**config.mk**
```make
export PLATFORM = sky130hd
export DESIGN_NAME = control_sequencer
export DESIGN_NICKNAME = d
export VERILOG_FILES = /design/src/rtl/control_sequencer.sv
export SDC_FILE = /design/constraint.sdc
export NUM_CORES = 1
export LEC_CHECK = 0
export BUFFER_PORTS_ARGS = -buffer_cell sky130_fd_sc_hd__buf_2
export CORE_MARGIN = 2
export CORE_UTILIZATION = 45
export CTS_CLUSTER_SIZE = 16
export DETAILED_ROUTE_END_ITERATION = 12
export PLACE_DENSITY = 0.76
export SYNTH_ARGS = -nofsm -noshare
export SYNTH_HDL_FRONTEND = slang
export SYNTH_SLANG_ARGS = --single-unit
```
**constraint.sdc**
```tcl
create_clock -name clk -period 2.67 [get_ports clk]
set_clock_uncertainty 0.1 [all_clocks]
set_input_delay 0.534 -clock clk [delete_from_list [all_inputs] [get_ports clk]]
set_output_delay 0.534 -clock clk [all_outputs]
set_load 0.005 [all_outputs]
```
**src/rtl/control_sequencer.sv**
```systemverilog
// Moore control sequencer: fetch (T0-T2) then a class-specific execute
// sequence (T3-T7), producing every datapath strobe from the current step.
module control_sequencer #(
  parameter int OPW  = 5,
  parameter int ALUW = 3
) (
  input  logic            clk,
  input  logic            clr,
  input  logic [OPW-1:0]  opcode,
  input  logic            con_ff,
  input  logic            stop,
  output logic            PCout,
  output logic            ZLowout,
  output logic            ZHighout,
  output logic            MDRout,
  output logic            HIout,
  output logic            LOout,
  output logic            Cout,
  output logic            Rout,
  output logic            BAout,
  output logic            PCin,
  output logic            IRin,
  output logic            MARin,
  output logic            MDRin,
  output logic            Yin,
  output logic            ZLowIn,
  output logic            ZHighIn,
  output logic            HIin,
  output logic            LOin,
  output logic            Rin,
  output logic            CONin,
  output logic            GRA,
  output logic            GRB,
  output logic            GRC,
  output logic            IncPC,
  output logic            Read,
  output logic            RAMin,
  output logic [ALUW-1:0] alu_op,
  output logic            run
);

  typedef enum logic [3:0] {
    S_RST  = 4'd0,
    S_T0   = 4'd1,
    S_T1   = 4'd2,
    S_T2   = 4'd3,
    S_T3   = 4'd4,
    S_T4   = 4'd5,
    S_T5   = 4'd6,
    S_T6   = 4'd7,
    S_T7   = 4'd8,
    S_HALT = 4'd9
  } state_t;

  localparam logic [OPW-1:0] OP_LD   = OPW'(5'd0);
  localparam logic [OPW-1:0] OP_LDI  = OPW'(5'd1);
  localparam logic [OPW-1:0] OP_ST   = OPW'(5'd2);
  localparam logic [OPW-1:0] OP_ADD  = OPW'(5'd3);
  localparam logic [OPW-1:0] OP_SUB  = OPW'(5'd4);
  localparam logic [OPW-1:0] OP_AND  = OPW'(5'd5);
  localparam logic [OPW-1:0] OP_OR   = OPW'(5'd6);
  localparam logic [OPW-1:0] OP_SHR  = OPW'(5'd7);
  localparam logic [OPW-1:0] OP_SHL  = OPW'(5'd8);
  localparam logic [OPW-1:0] OP_ADDI = OPW'(5'd9);
  localparam logic [OPW-1:0] OP_MUL  = OPW'(5'd10);
  localparam logic [OPW-1:0] OP_DIV  = OPW'(5'd11);
  localparam logic [OPW-1:0] OP_BR   = OPW'(5'd12);
  localparam logic [OPW-1:0] OP_JR   = OPW'(5'd13);
  localparam logic [OPW-1:0] OP_HALT = OPW'(5'd15);

  localparam logic [ALUW-1:0] ALU_ADD = ALUW'(3'd0);
  localparam logic [ALUW-1:0] ALU_MUL = ALUW'(3'd6);
  localparam logic [ALUW-1:0] ALU_DIV = ALUW'(3'd7);

  state_t      state_r;
  state_t      state_nxt_s;
  logic [2:0]  step_s;
  logic [2:0]  exec_len_s;
  logic        boundary_s;

  // Number of execute steps (T3 onward) for an opcode class.
  function automatic logic [2:0] exec_len(input logic [OPW-1:0] op);
    case (op)
      OP_LD, OP_ST:                            exec_len = 3'd5;
      OP_LDI, OP_ADDI, OP_ADD, OP_SUB,
      OP_AND, OP_OR, OP_SHR, OP_SHL:           exec_len = 3'd3;
      OP_MUL, OP_DIV, OP_BR:                   exec_len = 3'd4;
      default:                                 exec_len = 3'd1;
    endcase
  endfunction

  // State register; clr forces RST immediately.
  always_ff @(posedge clk or negedge clr) begin
    if (!clr) begin
      state_r <= S_RST;
    end else begin
      state_r <= state_nxt_s;
    end
  end

  // Execute step index and instruction-boundary detection.
  always_comb begin
    step_s = 3'd0;
    case (state_r)
      S_T3:    step_s = 3'd0;
      S_T4:    step_s = 3'd1;
      S_T5:    step_s = 3'd2;
      S_T6:    step_s = 3'd3;
      S_T7:    step_s = 3'd4;
      default: step_s = 3'd0;
    endcase
    exec_len_s = exec_len(opcode);
    // ">=" sends a step past the class length to the boundary rather than onward
    boundary_s = ({1'b0, step_s} + 4'd1) >= {1'b0, exec_len_s};
  end

  // Next-state logic.
  always_comb begin
    state_nxt_s = state_r;
    case (state_r)
      S_RST:  state_nxt_s = S_T0;
      S_T0:   state_nxt_s = S_T1;
      S_T1:   state_nxt_s = S_T2;
      S_T2:   state_nxt_s = S_T3;
      S_T3, S_T4, S_T5, S_T6, S_T7: begin
        if ((state_r == S_T3) && (opcode == OP_HALT)) begin
          state_nxt_s = S_HALT;
        end else if (boundary_s) begin
          state_nxt_s = stop ? S_HALT : S_T0;
        end else begin
          state_nxt_s = state_t'(state_r + 4'd1);
        end
      end
      S_HALT: state_nxt_s = S_HALT;
      default: state_nxt_s = S_RST;
    endcase
  end

  // Strobe decode from the current step and opcode class.
  always_comb begin
    PCout = 1'b0; ZLowout = 1'b0; ZHighout = 1'b0; MDRout = 1'b0;
    HIout = 1'b0; LOout = 1'b0; Cout = 1'b0; Rout = 1'b0; BAout = 1'b0;
    PCin = 1'b0; IRin = 1'b0; MARin = 1'b0; MDRin = 1'b0; Yin = 1'b0;
    ZLowIn = 1'b0; ZHighIn = 1'b0; HIin = 1'b0; LOin = 1'b0; Rin = 1'b0;
    CONin = 1'b0; GRA = 1'b0; GRB = 1'b0; GRC = 1'b0;
    IncPC = 1'b0; Read = 1'b0; RAMin = 1'b0;
    alu_op = ALU_ADD;
    run = 1'b0;
    case (state_r)
      S_T0: begin
        run = 1'b1; PCout = 1'b1; MARin = 1'b1; IncPC = 1'b1; ZLowIn = 1'b1;
      end
      S_T1: begin
        run = 1'b1; ZLowout = 1'b1; PCin = 1'b1; Read = 1'b1; MDRin = 1'b1;
      end
      S_T2: begin
        run = 1'b1; MDRout = 1'b1; IRin = 1'b1;
      end
      S_T3, S_T4, S_T5, S_T6, S_T7: begin
        run = 1'b1;
        case (opcode)
          OP_LD, OP_ST: begin
            case (state_r)
              S_T3: begin GRB = 1'b1; BAout = 1'b1; Yin = 1'b1; end
              S_T4: begin Cout = 1'b1; ZLowIn = 1'b1; end
              S_T5: begin ZLowout = 1'b1; MARin = 1'b1; end
              S_T6: begin
                MDRin = 1'b1;
                if (opcode == OP_LD) begin
                  Read = 1'b1;
                end else begin
                  GRA = 1'b1; Rout = 1'b1;
                end
              end
              S_T7: begin
                if (opcode == OP_LD) begin
                  MDRout = 1'b1; GRA = 1'b1; Rin = 1'b1;
                end else begin
                  RAMin = 1'b1;
                end
              end
              default: ;
            endcase
          end
          OP_LDI, OP_ADDI: begin
            case (state_r)
              S_T3: begin
                GRB = 1'b1; Yin = 1'b1;
                // ldi takes base-or-zero through BA; addi always reads the register
                if (opcode == OP_LDI) begin
                  BAout = 1'b1;
                end else begin
                  Rout = 1'b1;
                end
              end
              S_T4: begin Cout = 1'b1; ZLowIn = 1'b1; end
              S_T5: begin ZLowout = 1'b1; GRA = 1'b1; Rin = 1'b1; end
              default: ;
            endcase
          end
          OP_ADD, OP_SUB, OP_AND, OP_OR, OP_SHR, OP_SHL: begin
            case (state_r)
              S_T3: begin GRB = 1'b1; Rout = 1'b1; Yin = 1'b1; end
              S_T4: begin
                GRC = 1'b1; Rout = 1'b1; ZLowIn = 1'b1;
                alu_op = ALUW'(opcode - OP_ADD);
              end
              S_T5: begin ZLowout = 1'b1; GRA = 1'b1; Rin = 1'b1; end
              default: ;
            endcase
          end
          OP_MUL, OP_DIV: begin
            case (state_r)
              S_T3: begin GRA = 1'b1; Rout = 1'b1; Yin = 1'b1; end
              S_T4: begin
                GRB = 1'b1; Rout = 1'b1; ZHighIn = 1'b1; ZLowIn = 1'b1;
                alu_op = (opcode == OP_DIV) ? ALU_DIV : ALU_MUL;
              end
              S_T5: begin ZLowout = 1'b1; LOin = 1'b1; end
              S_T6: begin ZHighout = 1'b1; HIin = 1'b1; end
              default: ;
            endcase
          end
          OP_BR: begin
            case (state_r)
              S_T3: begin GRA = 1'b1; Rout = 1'b1; CONin = 1'b1; end
              S_T4: begin PCout = 1'b1; Yin = 1'b1; end
              S_T5: begin Cout = 1'b1; ZLowIn = 1'b1; end
              S_T6: begin ZLowout = 1'b1; PCin = con_ff; end
              default: ;
            endcase
          end
          OP_JR: begin
            if (state_r == S_T3) begin
              GRA = 1'b1; Rout = 1'b1; PCin = 1'b1;
            end else begin
              PCin = 1'b0;
            end
          end
          default: ;
        endcase
      end
      default: ;
    endcase
  end

endmodule

```
# Word-level counts from Yosys, hierarchy flattened

Memories as Yosys holds them, arrays and structs flattened.
Index checks and enable logic that the tools add are counted.

$add $sub $neg: 3
$lt $le $gt $ge: 1
Eq/ne operators: 23
Muxes and demuxes: 73
Reductions and logical operators: 17

Operators by type and width:

| cell                                                                  | count |
|---|---|
| 1-bit 2-to-1 mux                                                      | 44 |
| 5-bit by 4-bit equality test with 1-bit output, second input constant | 7 |
| 1-bit one-hot mux with 2 select lines                                 | 17 |
| 4-bit one-hot mux with 6 select lines                                 | 1 |
| 8-bit OR reduction                                                    | 3 |
| 5-bit by 3-bit equality test with 1-bit output, second input constant | 4 |
| 4-bit by 3-bit equality test with 1-bit output, second input constant | 4 |
| 3-bit 2-to-1 mux                                                      | 4 |
| 4-bit 2-to-1 mux                                                      | 3 |
| 3-bit one-hot mux with 4 select lines                                 | 1 |
| 12-bit OR reduction                                                   | 1 |
| 5-bit by 2-bit equality test with 1-bit output, second input constant | 2 |
| 10-bit OR reduction                                                   | 1 |
| 2-bit OR reduction                                                    | 5 |
| 4-bit by 2-bit equality test with 1-bit output, second input constant | 2 |
| 4-bit equality test, second input constant                            | 2 |
| 4-bit OR reduction                                                    | 2 |
| 3-bit one-hot mux with 2 select lines                                 | 1 |
| 6-bit OR reduction                                                    | 1 |
| 5-bit by 1-bit equality test with 1-bit output, second input constant | 1 |
| 5-bit zero test                                                       | 1 |
| 5-bit OR reduction                                                    | 1 |
| 3-bit by 1-bit adder with 4-bit output, second input constant         | 1 |
| 4-bit by 1-bit adder with 4-bit output, second input constant         | 1 |
| 7 further kinds                                                       | 7 |

Flip-flop bits (word level): 4
Memory bits (read-only): 48
Input bits: 9
Output and inout bits: 30
Word-level logic and storage cells: 119
Memories kept: 1

Memory list:

| memory          | depth | width | read ports | clocked after memory_dff | write ports | line | text |
|---|---|---|---|---|---|---|---|
| (no name shown) | 16    | 3     | 1          | 0                        | 0           | 83   | `case (op)` |

# Longest topological paths before layout

Gate-level depths: netlist of the first run.

Depth after elaboration: 7
Gate-level depth with buffers: 12

# Worst setup path after synthesis of the first run

Ideal clock, no wire load.

Kind: register -> register
Start: reg state_r[0]
End: reg state_r[3]
Library setup time: 124 ps
Arrival: 2464 ps
Required time: 2446 ps
Path slack: -18 ps
Stages on the path, launching flop included: 11
Buffers on the path: 1
Cells stage by stage: dfrtp_1 > ha_1 > clkbuf_1 > or2_2 > and2_1 > ha_1 > ha_1 > o21ai_0 > nand2b_1 > and3_1 > o31a_1

Longest elaborated chain between the ends: 7
Elaborated cells on any way between the ends: 19
Classes of those cells: add/sub: 2; order compare: 1; eq/ne: 9; mux: 4; reduce/logical: 3

Ends and longest elaborated chain:

| element                                                                               | line     | text |
|---|---|---|
| from (decl)                                                                           | 75       | `state_t state_r;` |
| from (signal assigned)                                                                | 97       | `state_r <= state_nxt_s;` |
| 4-bit equality test or 4-bit by 3-bit equality test with 1-bit output (tied branches) | 104, 120 |  |
| 3-bit one-hot mux with 4 select lines                                                 | 104      | `case (state_r)` |
| 3-bit by 1-bit adder with 4-bit output                                                | 114      | `boundary_s = ({1'b0, step_s} + 4'd1) >= {1'b0, exec_len_s};` |
| 4-bit by 3-bit greater-or-equal comparator with 1-bit output                          | 114      |  |
| 4-bit 2-to-1 mux                                                                      | 128      | `end else if (boundary_s) begin` |
| 4-bit 2-to-1 mux                                                                      | 126      | `if ((state_r == S_T3) && (opcode == OP_HALT)) begin` |
| 4-bit one-hot mux with 6 select lines (*)                                             | 120      | `case (state_r)` |
| via state_nxt_s[3]                                                                    | 76       | `state_t state_nxt_s;` |

The timed path passes the listed nets; every way through them passes the cells marked *.

# Worst setup path after layout of the first run

Start: in opcode[2]
End: out Rout

Longest elaborated chain between the ends: 5
Elaborated cells on any way between the ends: 24
Classes of those cells: eq/ne: 13; mux: 6; reduce/logical: 5

Ends and longest elaborated chain:

| element                                                                           | line          | text |
|---|---|---|
| from (decl)                                                                       | 9             | `input logic [OPW-1:0] opcode,` |
| 5-bit by 1-bit equality test with 1-bit output or 5-bit zero test (tied branches) | 161, 190, 169 |  |
| 1-bit 2-to-1 mux, on equally long branches                                        | 190, 169      |  |
| 1-bit 2-to-1 mux, on equally long branches                                        | 186, 163      |  |
| 1-bit one-hot mux with 4 select lines (*)                                         | 161           | `case (opcode)` |
| 1-bit 2-to-1 mux (*)                                                              | 149           | `case (state_r)` |
| to (decl)                                                                         | 19            | `output logic Rout,` |

Every way passes the cells marked *; elsewhere a longest branch is shown, timed or not.

==> impl_metrics.ini, run 1 <==
[timing]
rsz0062_at_grt = yes
timing.final.max_slew_violations = 0
slew-limit-headroom_pct = 60.6
post-route-min-period_ns = 2.70
final_hold_vios = 0
min_period_over_period_pct = 101
achievable-frequency_mhz = 370
fin_setup_tns_ns = -0.0334
final-setup-viol-count = 1
worst_slew_pin_slew_ns = 0.586
fin_hold_ws_ns = 0.531
pnr_worst_setup_slack_ns = -0.0334

[hold_path]
timing.hold.worst.class = input port to asynchronous set/reset pin

[logic_synthesis]
synth_simple_gate_area_share_pct = 32.4
synth_cells = 155
post-synth-top-area-cell = sky130_fd_sc_hd__ha_1
syn-cell-area_sq_um = 1060
yosysWarningCount = 0
synth-seq-area-share_pct = 9.40
synth_xor_area_share_pct = 4.11
synthDominantCellAreaShare_pct = 12.9
synth.lib_cells_used.distinct = 50
avgSynthCellArea_sq_um = 6.87
netlist_top_cells_area = sky130_fd_sc_hd__ha_1, sky130_fd_sc_hd__dfrtp_1, sky130_fd_sc_hd__nor2_1, sky130_fd_sc_hd__o21ai_0, sky130_fd_sc_hd__a21oi_1
synth.ff_latch_count = 4
synth_fa_ha_area_share_pct = 12.9
synth_top_family_by_area = simple AND/OR/NAND/NOR gates
synth_edf_count = 0
ys_async_sr_fraction_pct = 100
top_post_synthesis_cells_by_count = sky130_fd_sc_hd__nor2_1, sky130_fd_sc_hd__o21ai_0, sky130_fd_sc_hd__ha_1
ys.flop_type = sky130_fd_sc_hd__dfrtp_1
cell_with_the_most_instances_after_synthesis = sky130_fd_sc_hd__nor2_1
synth_compound_area_share_pct = 31.8
multiplexer_share_of_the_synthesized_area_pct = 0.940

[finish]
largestRegisters = state_r: 4 flops
synthToLayoutAreaGrowth_pct = 56.5
drive_above_1_share_pct = 45.2
nets = 243
n_antenna_cell = 0
post-route-util_pct = 74.6
registers.top_by_ff_count = state_r
largest_register_ffs = 4
fill_cell_count = 177

[grt]
grtUsageMet3_pct = 1.14
gr-usage-all-layers_pct = 28.6
met2_usage_pct = 52.5
grt_pass1_vias = 1308
grt_pass1_wl_mm = 5.97
grt.busiest_layer = met2
grt_antenna_before_repair = 0
grtUsageMet1_pct = 34.9
grt_start_max_net_pins = 17
total_congestion_overflow = 0

[placed_design]
dp_hpwl_mm = 2.68
numPortBuffers = 36
routabilityCongestion = 0.975

[clock_tree]
clock-root-buffer = sky130_fd_sc_hd__clkbuf_4
cts_made_buffers = 3
clock_sinks = 4
ctsHtreeMaxLevel = 1
clk_pin_slew_ns = 0.04
bufs_on_longest_clock_path = 2
cts_tree = done
clkLatencyLatePin_ns = 0.24

[detailed_routing]
num_vias = 1497
ant_nets = 0
drt_pass1_iterations = 5
wire_per_inst_um = 15.7
routed_wl_mm = 3.91
avgViaCountPerCell = 6.01
drt_drc_violations_left = 0
drt_iter0_markers = 83

[floorplanning]
dieArea_sq_um = 2770
placementRows = 17
initial_core_utilization_pct = 47.7
die_width_um = 52.6
top_level_ports = 39
design.core.area_sq_um = 2230
die_y_um = 52.6

[pwr]
peakVddDrop_v = 0.000492
leakage_nw = 0.813
power.density_cell_area_nw_per_um2 = 663

[worst_setup_path]
highest_fanout_seen_on_the_critical_path = 16
capturing_element_type_of_the_critical_path = output port
worst-endpoint-required_ns = 2.04
worstSetupStartpointType = input port
path_class = input port to output port
worst-endpoint-arrival_ns = 2.07

[run_status]
status = finished, violations left
failing_checks = negative setup slack

[run]
cap_viol_max_count = 0
## path summary, 6_finish.rpt
kind,endpoint,startpoint,slack [ns],cells past startpoint
max,Rout,opcode[2],-0.03,6
min,state_r[0],clr,0.53,2
max reg2reg,state_r[3],state_r[0],0.03,10
min reg2reg,state_r[0],state_r[2],0.59,2
max in group asynchronous,state_r[2],clr,1.81,2
min in group clk,state_r[0],state_r[2],0.59,2
## worst max-delay path, cell delays in order
cell and delay [ns]:
sky130_fd_sc_hd__buf_2 0.29, sky130_fd_sc_hd__nand2b_1 0.28, sky130_fd_sc_hd__a221o_2 0.22, sky130_fd_sc_hd__a31oi_1 0.10, sky130_fd_sc_hd__or4_1 0.51, sky130_fd_sc_hd__buf_2 0.14
## placed cells by master (no fill, tap or decap), types with 2 or more instances in the layout
cell type	n
sky130_fd_sc_hd__a21oi_1	8
sky130_fd_sc_hd__a31oi_1	2
sky130_fd_sc_hd__and2_1	2
sky130_fd_sc_hd__buf_2	34
sky130_fd_sc_hd__buf_4	35
sky130_fd_sc_hd__clkbuf_4	3
sky130_fd_sc_hd__conb_1	2
sky130_fd_sc_hd__dfrtp_1	4
sky130_fd_sc_hd__ha_1	5
sky130_fd_sc_hd__ha_2	3
sky130_fd_sc_hd__ha_4	3
sky130_fd_sc_hd__inv_1	4
sky130_fd_sc_hd__nand2_1	7
sky130_fd_sc_hd__nand2b_1	6
sky130_fd_sc_hd__nand3_1	5
sky130_fd_sc_hd__nand3b_1	5
sky130_fd_sc_hd__nor2_1	20
sky130_fd_sc_hd__nor2_2	2
sky130_fd_sc_hd__nor3_1	7
sky130_fd_sc_hd__o21ai_0	15
sky130_fd_sc_hd__o31ai_2	3
sky130_fd_sc_hd__or2_2	2
sky130_fd_sc_hd__xor2_1	3
## stage by stage
step | cells | total power, W | worst slack (ns) | instance area (sq um)
after floorplan | 156 | 0.000573 | 0.0165 | 1070
after global placement | 232 | 0.000833 | -0.0168 | 1400
after detailed placement | 232 | 0.000864 | -0.0851 | 1400
after CTS | 241 | 0.000974 | 0.00472 | 1510
after global routing | 249 | 0.00120 | -0.100 | 1670
final | 249 | 0.00110 | -0.0334 | 1670
## where the power goes
part | leakage [nW] | switching [W] | internal [W] | total (W)
Clock | 0.0138 | 0.0000303 | 0.0000507 | 0.0000810
Combinational | 0.748 | 0.000483 | 0.000432 | 0.000915
Sequential | 0.0513 | 0.0000215 | 0.0000868 | 0.000108
Total | 0.813 | 0.000535 | 0.000570 | 0.00110
## routing by layer
layer	part of all wire [%]	wire length, um
met5	0	0
met4	3.8	150
met3	7.4	291
met2	51	2010
met1	37	1460
## timing repair
item / CTS / global route
hold buffers: 1 / 0
buffers inserted: 5 / 8
setup endpoints to repair: 8 / 12
pin swaps: 4 / 11
resized for setup: 12 / 23
hold endpoints to repair: 4 / 0
## final cells by class
cell class	count	area, sq um	share of cell area [%]
multi-input cells	134	981	58.9
inverters	7	38.8	2.33
clock buffers	3	22.5	1.35
flip-flops and latches	4	100	6.01
repair buffers	73	489	29.4
well taps	28	35.0	2.10
## logic make-up after synthesis
group / count (synthesis)
xor gates and xnor gates: 5
other: 1
and+or+nand+nor: 67
adders and majority gates: 11
buffers and inverters: 18
DFF: 4
muxes: 1
AOI/OAI and AO/OA: 48
Power figures use the tool's default switching activity.
==> run 2: changes to the inputs <==
--- a/config.mk
+++ b/config.mk
@@ -7,10 +7,10 @@
 export LEC_CHECK = 0
 export BUFFER_PORTS_ARGS = -buffer_cell sky130_fd_sc_hd__buf_2
 export CORE_MARGIN = 2
-export CORE_UTILIZATION = 45
+export CORE_UTILIZATION = 30
 export CTS_CLUSTER_SIZE = 16
 export DETAILED_ROUTE_END_ITERATION = 12
-export PLACE_DENSITY = 0.76
+export PLACE_DENSITY = 0.52
 export SYNTH_ARGS = -nofsm -noshare
 export SYNTH_HDL_FRONTEND = slang
 export SYNTH_SLANG_ARGS = --single-unit
==> constraint.sdc (replaced) <==
create_clock -name clk -period 3.3 [get_ports clk]
set_clock_uncertainty 0.1 [all_clocks]
set_input_delay 0.66 -clock clk [delete_from_list [all_inputs] [get_ports clk]]
set_output_delay 0.66 -clock clk [all_outputs]
set_load 0.005 [all_outputs]
==> run 2 against run 1 <==
Net effect:
- final cell count down 4.8%
- worst hold slack got worse by 0.41 ns
- wire length decreased by 23%
- largest power group unchanged
- worst setup slack improved by 0.21 ns
- the flow now finishes without violations
- final area fell by 21%
- clock power fell by 27%
- critical path type unchanged
==> impl_metrics.ini, run 2 (same netlist as run 1, synthesis figures left out) <==
[timing]
timing.final.max_slew_violations = 0
achievable-frequency_mhz = 321
final_hold_vios = 0
rsz0062_at_grt = no
worst_slew_pin_slew_ns = 0.511
final-setup-viol-count = 0
slew-limit-headroom_pct = 65.7
post-route-min-period_ns = 3.12
pnr_worst_setup_slack_ns = 0.180
min_period_over_period_pct = 94.5
fin_setup_tns_ns = 0

[detailed_routing]
ant_nets = 0
drt_drc_violations_left = 0
avgViaCountPerCell = 5.22
num_vias = 1237
drt_pass1_iterations = 4
wire_per_inst_um = 12.8
drt_iter0_markers = 61
routed_wl_mm = 3.02

[finish]
n_antenna_cell = 0
layout_common_cells = sky130_fd_sc_hd__buf_2, sky130_fd_sc_hd__nor2_1, sky130_fd_sc_hd__o21ai_0, sky130_fd_sc_hd__ha_1, sky130_fd_sc_hd__a21oi_1
largestRegisters = state_r: 4 flops
nets = 213
most_frequent_standard_cell_in_the_layout_excluding_fill_and_tap_cells = sky130_fd_sc_hd__buf_2
synthToLayoutAreaGrowth_pct = 24.2
largest_register_ffs = 4
registers.top_by_ff_count = state_r
drive_above_1_share_pct = 28.3

[placed_design]
dp_hpwl_mm = 2.39
routabilityCongestion = 0.836
pre_cts_slack_ns = 0.169
numPortBuffers = 36

[clock_tree]
clock_sinks = 4
cts_tree = done
ctsHtreeMaxLevel = 1
cts-resized-gates = 0
bufs_on_longest_clock_path = 2
cts_made_buffers = 3
clkLatencyLatePin_ns = 0.23
cts_hold_repair.buffers = 0
clk_pin_slew_ns = 0.04
clock-root-buffer = sky130_fd_sc_hd__clkbuf_4
post_cts_buffers = 0

[grt]
grt_antenna_before_repair = 0
total_congestion_overflow = 0
grt_pass1_wl_mm = 4.94
grt_start_max_net_pins = 17
gr-usage-all-layers_pct = 14.8
grt_pass1_vias = 1108

[worst_setup_path]
worst-endpoint-required_ns = 2.54
highest_fanout_seen_on_the_critical_path = 7
setup.worst_path.end = Rout
critical_path.reg2reg.endpoint = state_r[3]
path_class = input port to output port
r2r_slack_ns = 0.63
timing.reg2reg.worst_path_depth = 10
worst_r2r_startpoint = state_r[0]
worst-endpoint-arrival_ns = 2.36
timing.critical_path.from = opcode[0]
capturing_element_type_of_the_critical_path = output port
worstSetupStartpointType = input port

[floorplanning]
placementRows = 21
die_y_um = 63.6
dieArea_sq_um = 4040
design.core.area_sq_um = 3360
die_width_um = 63.6
top_level_ports = 39
initial_core_utilization_pct = 31.7

[run_status]
status = finished, final reports clean

[pwr]
leakage_nw = 0.652
peakVddDrop_v = 0.000151
power.density_cell_area_nw_per_um2 = 537

[run]
cap_viol_max_count = 0

[hold_path]
timing.hold.worst.class = input port to asynchronous set/reset pin
## run 2: area by class of cell
cell class,instances,area [sq um]
Tap cell,46,57.6
Clock buffer,3,22.5
Multi-Input combinational cell,134,883
Inverter,7,26.3
Timing Repair Buffer,43,233
Sequential cell,4,100
Fill cell,380,2040
## run 2: per-layer routing
layer,track usage [%],up-vias,wire length (um)
met2,25.9,40,1460
met1,19.8,565,1400
met4,2.72,0,0
met3,1.07,0,166
li1,-,632,-
met5,0,-,0
## run 2: critical path, cell delays in order
cell	delay, ns
sky130_fd_sc_hd__buf_2	0.11
sky130_fd_sc_hd__inv_1	0.09
sky130_fd_sc_hd__ha_1	0.30
sky130_fd_sc_hd__o31ai_4	0.29
sky130_fd_sc_hd__a221o_2	0.21
sky130_fd_sc_hd__nor2_1	0.05
sky130_fd_sc_hd__or4_1	0.50
sky130_fd_sc_hd__buf_2	0.14
## run 2: stage by stage
step	area, sq um	util (%)	hold WS [ns]	total power [W]	std cells
2_1_floorplan	1070	-	0.264	0.000462	156
5_1_grt	1320	39.3	0.118	0.000788	237
3_3_place_gp	1300	38.7	0.362	0.000655	234
4_1_cts	1320	39.3	0.117	0.000716	237
6_report	1320	39.3	0.123	0.000710	237
3_5_place_dp	1300	38.7	0.365	0.000653	234
## run 2: how the worst min path moves through the flow
stage / from / to / slack (ns)
6_report: clr / state_r[1] / 0.12
5_1_grt: clr / state_r[1] / 0.12
4_1_cts: clr / state_r[1] / 0.12
3_5_place_dp: clr / state_r[1] / 0.36
3_3_place_gp: clr / state_r[1] / 0.36
2_1_floorplan: clr / state_r[0] / 0.26
## run 2: where the power goes
group | total [W] | switching (W) | internal [W] | leakage, nW
clock | 0.0000594 | 0.0000188 | 0.0000406 | 0.0138
combinational | 0.000561 | 0.000317 | 0.000244 | 0.587
sequential | 0.0000894 | 0.0000192 | 0.0000702 | 0.0513
==> run 3: changes to the inputs <==
--- a/config.mk
+++ b/config.mk
@@ -7,10 +7,10 @@
 export LEC_CHECK = 0
 export BUFFER_PORTS_ARGS = -buffer_cell sky130_fd_sc_hd__buf_2
 export CORE_MARGIN = 2
-export CORE_UTILIZATION = 30
+export CORE_UTILIZATION = 50
 export CTS_CLUSTER_SIZE = 16
 export DETAILED_ROUTE_END_ITERATION = 12
-export PLACE_DENSITY = 0.52
+export PLACE_DENSITY = 0.8
 export SYNTH_ARGS = -nofsm -noshare
 export SYNTH_HDL_FRONTEND = slang
 export SYNTH_SLANG_ARGS = --single-unit
==> run 3 against run 2 <==
Net effect:
- first-iteration DRC count did not move
- worst hold slack got worse by 0.028 ns
- utilization rose by 25 points
- largest cell class unchanged
==> impl_metrics.ini, run 3 (same netlist as run 1, synthesis figures left out) <==
[detailed_routing]
num_vias = 1307
routed_wl_mm = 3.04
drt_pass1_iterations = 4
avgViaCountPerCell = 6.08
drt_drc_violations_left = 0
wire_per_inst_um = 14.1
drt_iter0_markers = 61
ant_nets = 0

[floorplanning]
placementRows = 16
die_y_um = 50.1
top_level_ports = 39
dieArea_sq_um = 2510
design.core.area_sq_um = 1980
initial_core_utilization_pct = 53.7
die_width_um = 50.1

[worst_setup_path]
path_class = input port to output port
timing.reg2reg.worst_path_depth = 10
highest_fanout_seen_on_the_critical_path = 7
capturing_element_type_of_the_critical_path = output port
worstSetupPathDepth = 8
critPathSlowestCell = sky130_fd_sc_hd__or4_1
setup.worst_path.end = Rout
worstPathCellList = buf_2 > inv_1 > ha_1 > o31ai_4 > a221o_2 > nor2_1 > or4_1 > buf_2
worst_r2r_startpoint = state_r[0]
worst_path_dominant_cell_family = simple AND/OR/NAND/NOR gates
slowest_cell_delay_on_critical_path_ns = 0.50
critical_path.n_buffers_inverters = 3
r2r_slack_ns = 0.47
critical_path.reg2reg.endpoint = state_r[3]
worstSetupStartpointType = input port
timing.critical_path.from = opcode[0]
critPathMostFrequentCell = sky130_fd_sc_hd__buf_2
worst-endpoint-arrival_ns = 2.36
worst-endpoint-required_ns = 2.54

[timing]
slew-limit-headroom_pct = 62.8
timing.final.max_slew_violations = 0
final-setup-viol-count = 0
final_hold_vios = 0
achievable-frequency_mhz = 321
rsz0062_at_grt = no
fin_setup_tns_ns = 0
min_period_over_period_pct = 94.4
post-route-min-period_ns = 3.12
worst_slew_pin_slew_ns = 0.554
fin_hold_ws_ns = 0.0952

[placed_design]
numPortBuffers = 36
routabilityCongestion = 0.915
dp_hpwl_mm = 2.31
post-place-cells = 212
postPlaceCellArea_sq_um = 1250

[run_status]
status = finished, final reports clean

[clock_tree]
clk_pin_slew_ns = 0.05
cts-resized-gates = 0
ctsHtreeMaxLevel = 1
clock_sinks = 4
clkLatencyLatePin_ns = 0.26
bufs_on_longest_clock_path = 2
clock-root-buffer = sky130_fd_sc_hd__clkbuf_4
cts_hold_repair.buffers = 0
cts_made_buffers = 3
post_cts_buffers = 0
cts_tree = done

[finish]
final_cell_area_sq_um = 1280
registers.top_by_ff_count = state_r
n_antenna_cell = 0
drive_above_1_share_pct = 27.1
most_frequent_standard_cell_in_the_layout_excluding_fill_and_tap_cells = sky130_fd_sc_hd__buf_2
fill_cell_count = 186
largest_register_ffs = 4
synthToLayoutAreaGrowth_pct = 19.9
post-route-util_pct = 64.4
layout_common_cells = sky130_fd_sc_hd__buf_2, sky130_fd_sc_hd__nor2_1, sky130_fd_sc_hd__o21ai_0, sky130_fd_sc_hd__ha_1, sky130_fd_sc_hd__a21oi_1
final_cell_count_no_fill = 215
largestRegisters = state_r: 4 flops
nets = 210

[grt]
total_congestion_overflow = 0
grt_start_max_net_pins = 17
gr-usage-all-layers_pct = 25.4
grt_pass1_wl_mm = 5.04
grt_antenna_before_repair = 0
grt_pass1_vias = 1176

[pwr]
p_sw_w = 0.000372
internal_power_w = 0.000348
pwr-share-seq_pct = 12.7
power.density_cell_area_nw_per_um2 = 564
leakage_nw = 0.637
peakVddDrop_v = 0.000387
clkPwrFrac_pct = 9.7
sw_frac_of_total_pct = 51.6
pwr-share-comb_pct = 77.6

[hold_path]
timing.hold.worst.class = input port to asynchronous set/reset pin

[run]
cap_viol_max_count = 0
-- run 3: cell types whose count changed in the layout (fill, tap and decap cells not counted) --
cell | before | now
sky130_fd_sc_hd__buf_4 | 7 | 4
-- run 3: worst min-delay path by stage --
stage,start,endpoint,slack [ns],depth (start not counted)
finish,clr,state_r[1],0.1,1
global route,clr,state_r[1],0.1,1
CTS,clr,state_r[1],0.11,1
detailed placement,clr,state_r[0],0.37,1
global placement,clr,state_r[2],0.36,1
floorplan,clr,state_r[0],0.26,0
-- run 3: layout make-up --
| class | instances | area [sq um] | area share (%) |
|---|---|---|---|
| clock buffer | 3 | 22.5 | 1.76 |
| inverter | 7 | 26.3 | 2.06 |
| multi-input combinational | 134 | 883 | 69.2 |
| sequential | 4 | 100 | 7.84 |
| tap | 27 | 33.8 | 2.65 |
| timing repair buffer | 40 | 210 | 16.5 |
-- run 3: power by group through the flow --
stage                     registers, W  clock network (W)  logic [W]
final                        0.0000911          0.0000700   0.000559
after detailed placement     0.0000926                  0   0.000547
after CTS                    0.0000917          0.0000679   0.000550
after global routing         0.0000934          0.0000744   0.000619
after floorplan              0.0000908                  0   0.000372
after global placement       0.0000898                  0   0.000532
-- run 3: metal layers --
layer | routed length, um | vias up | global-route usage, % | part of all wire (%)
met1 | 1290 | 609 | 31.7 | 42
met2 | 1460 | 66 | 45.0 | 48
li1 | - | 626 | - | -
met3 | 233 | 6 | 3.27 | 7.7
met5 | 0 | - | 0 | 0
met4 | 57 | 0 | 7.41 | 1.9
-- run 3: metrics by stage --
step / worst slack [ns] / total power [W]
2_1_floorplan: 0.517 / 0.000462
6_report: 0.184 / 0.000720
3_3_place_gp: 0.244 / 0.000621
5_1_grt: 0.0780 / 0.000787
4_1_cts: 0.188 / 0.000710
3_5_place_dp: 0.192 / 0.000639
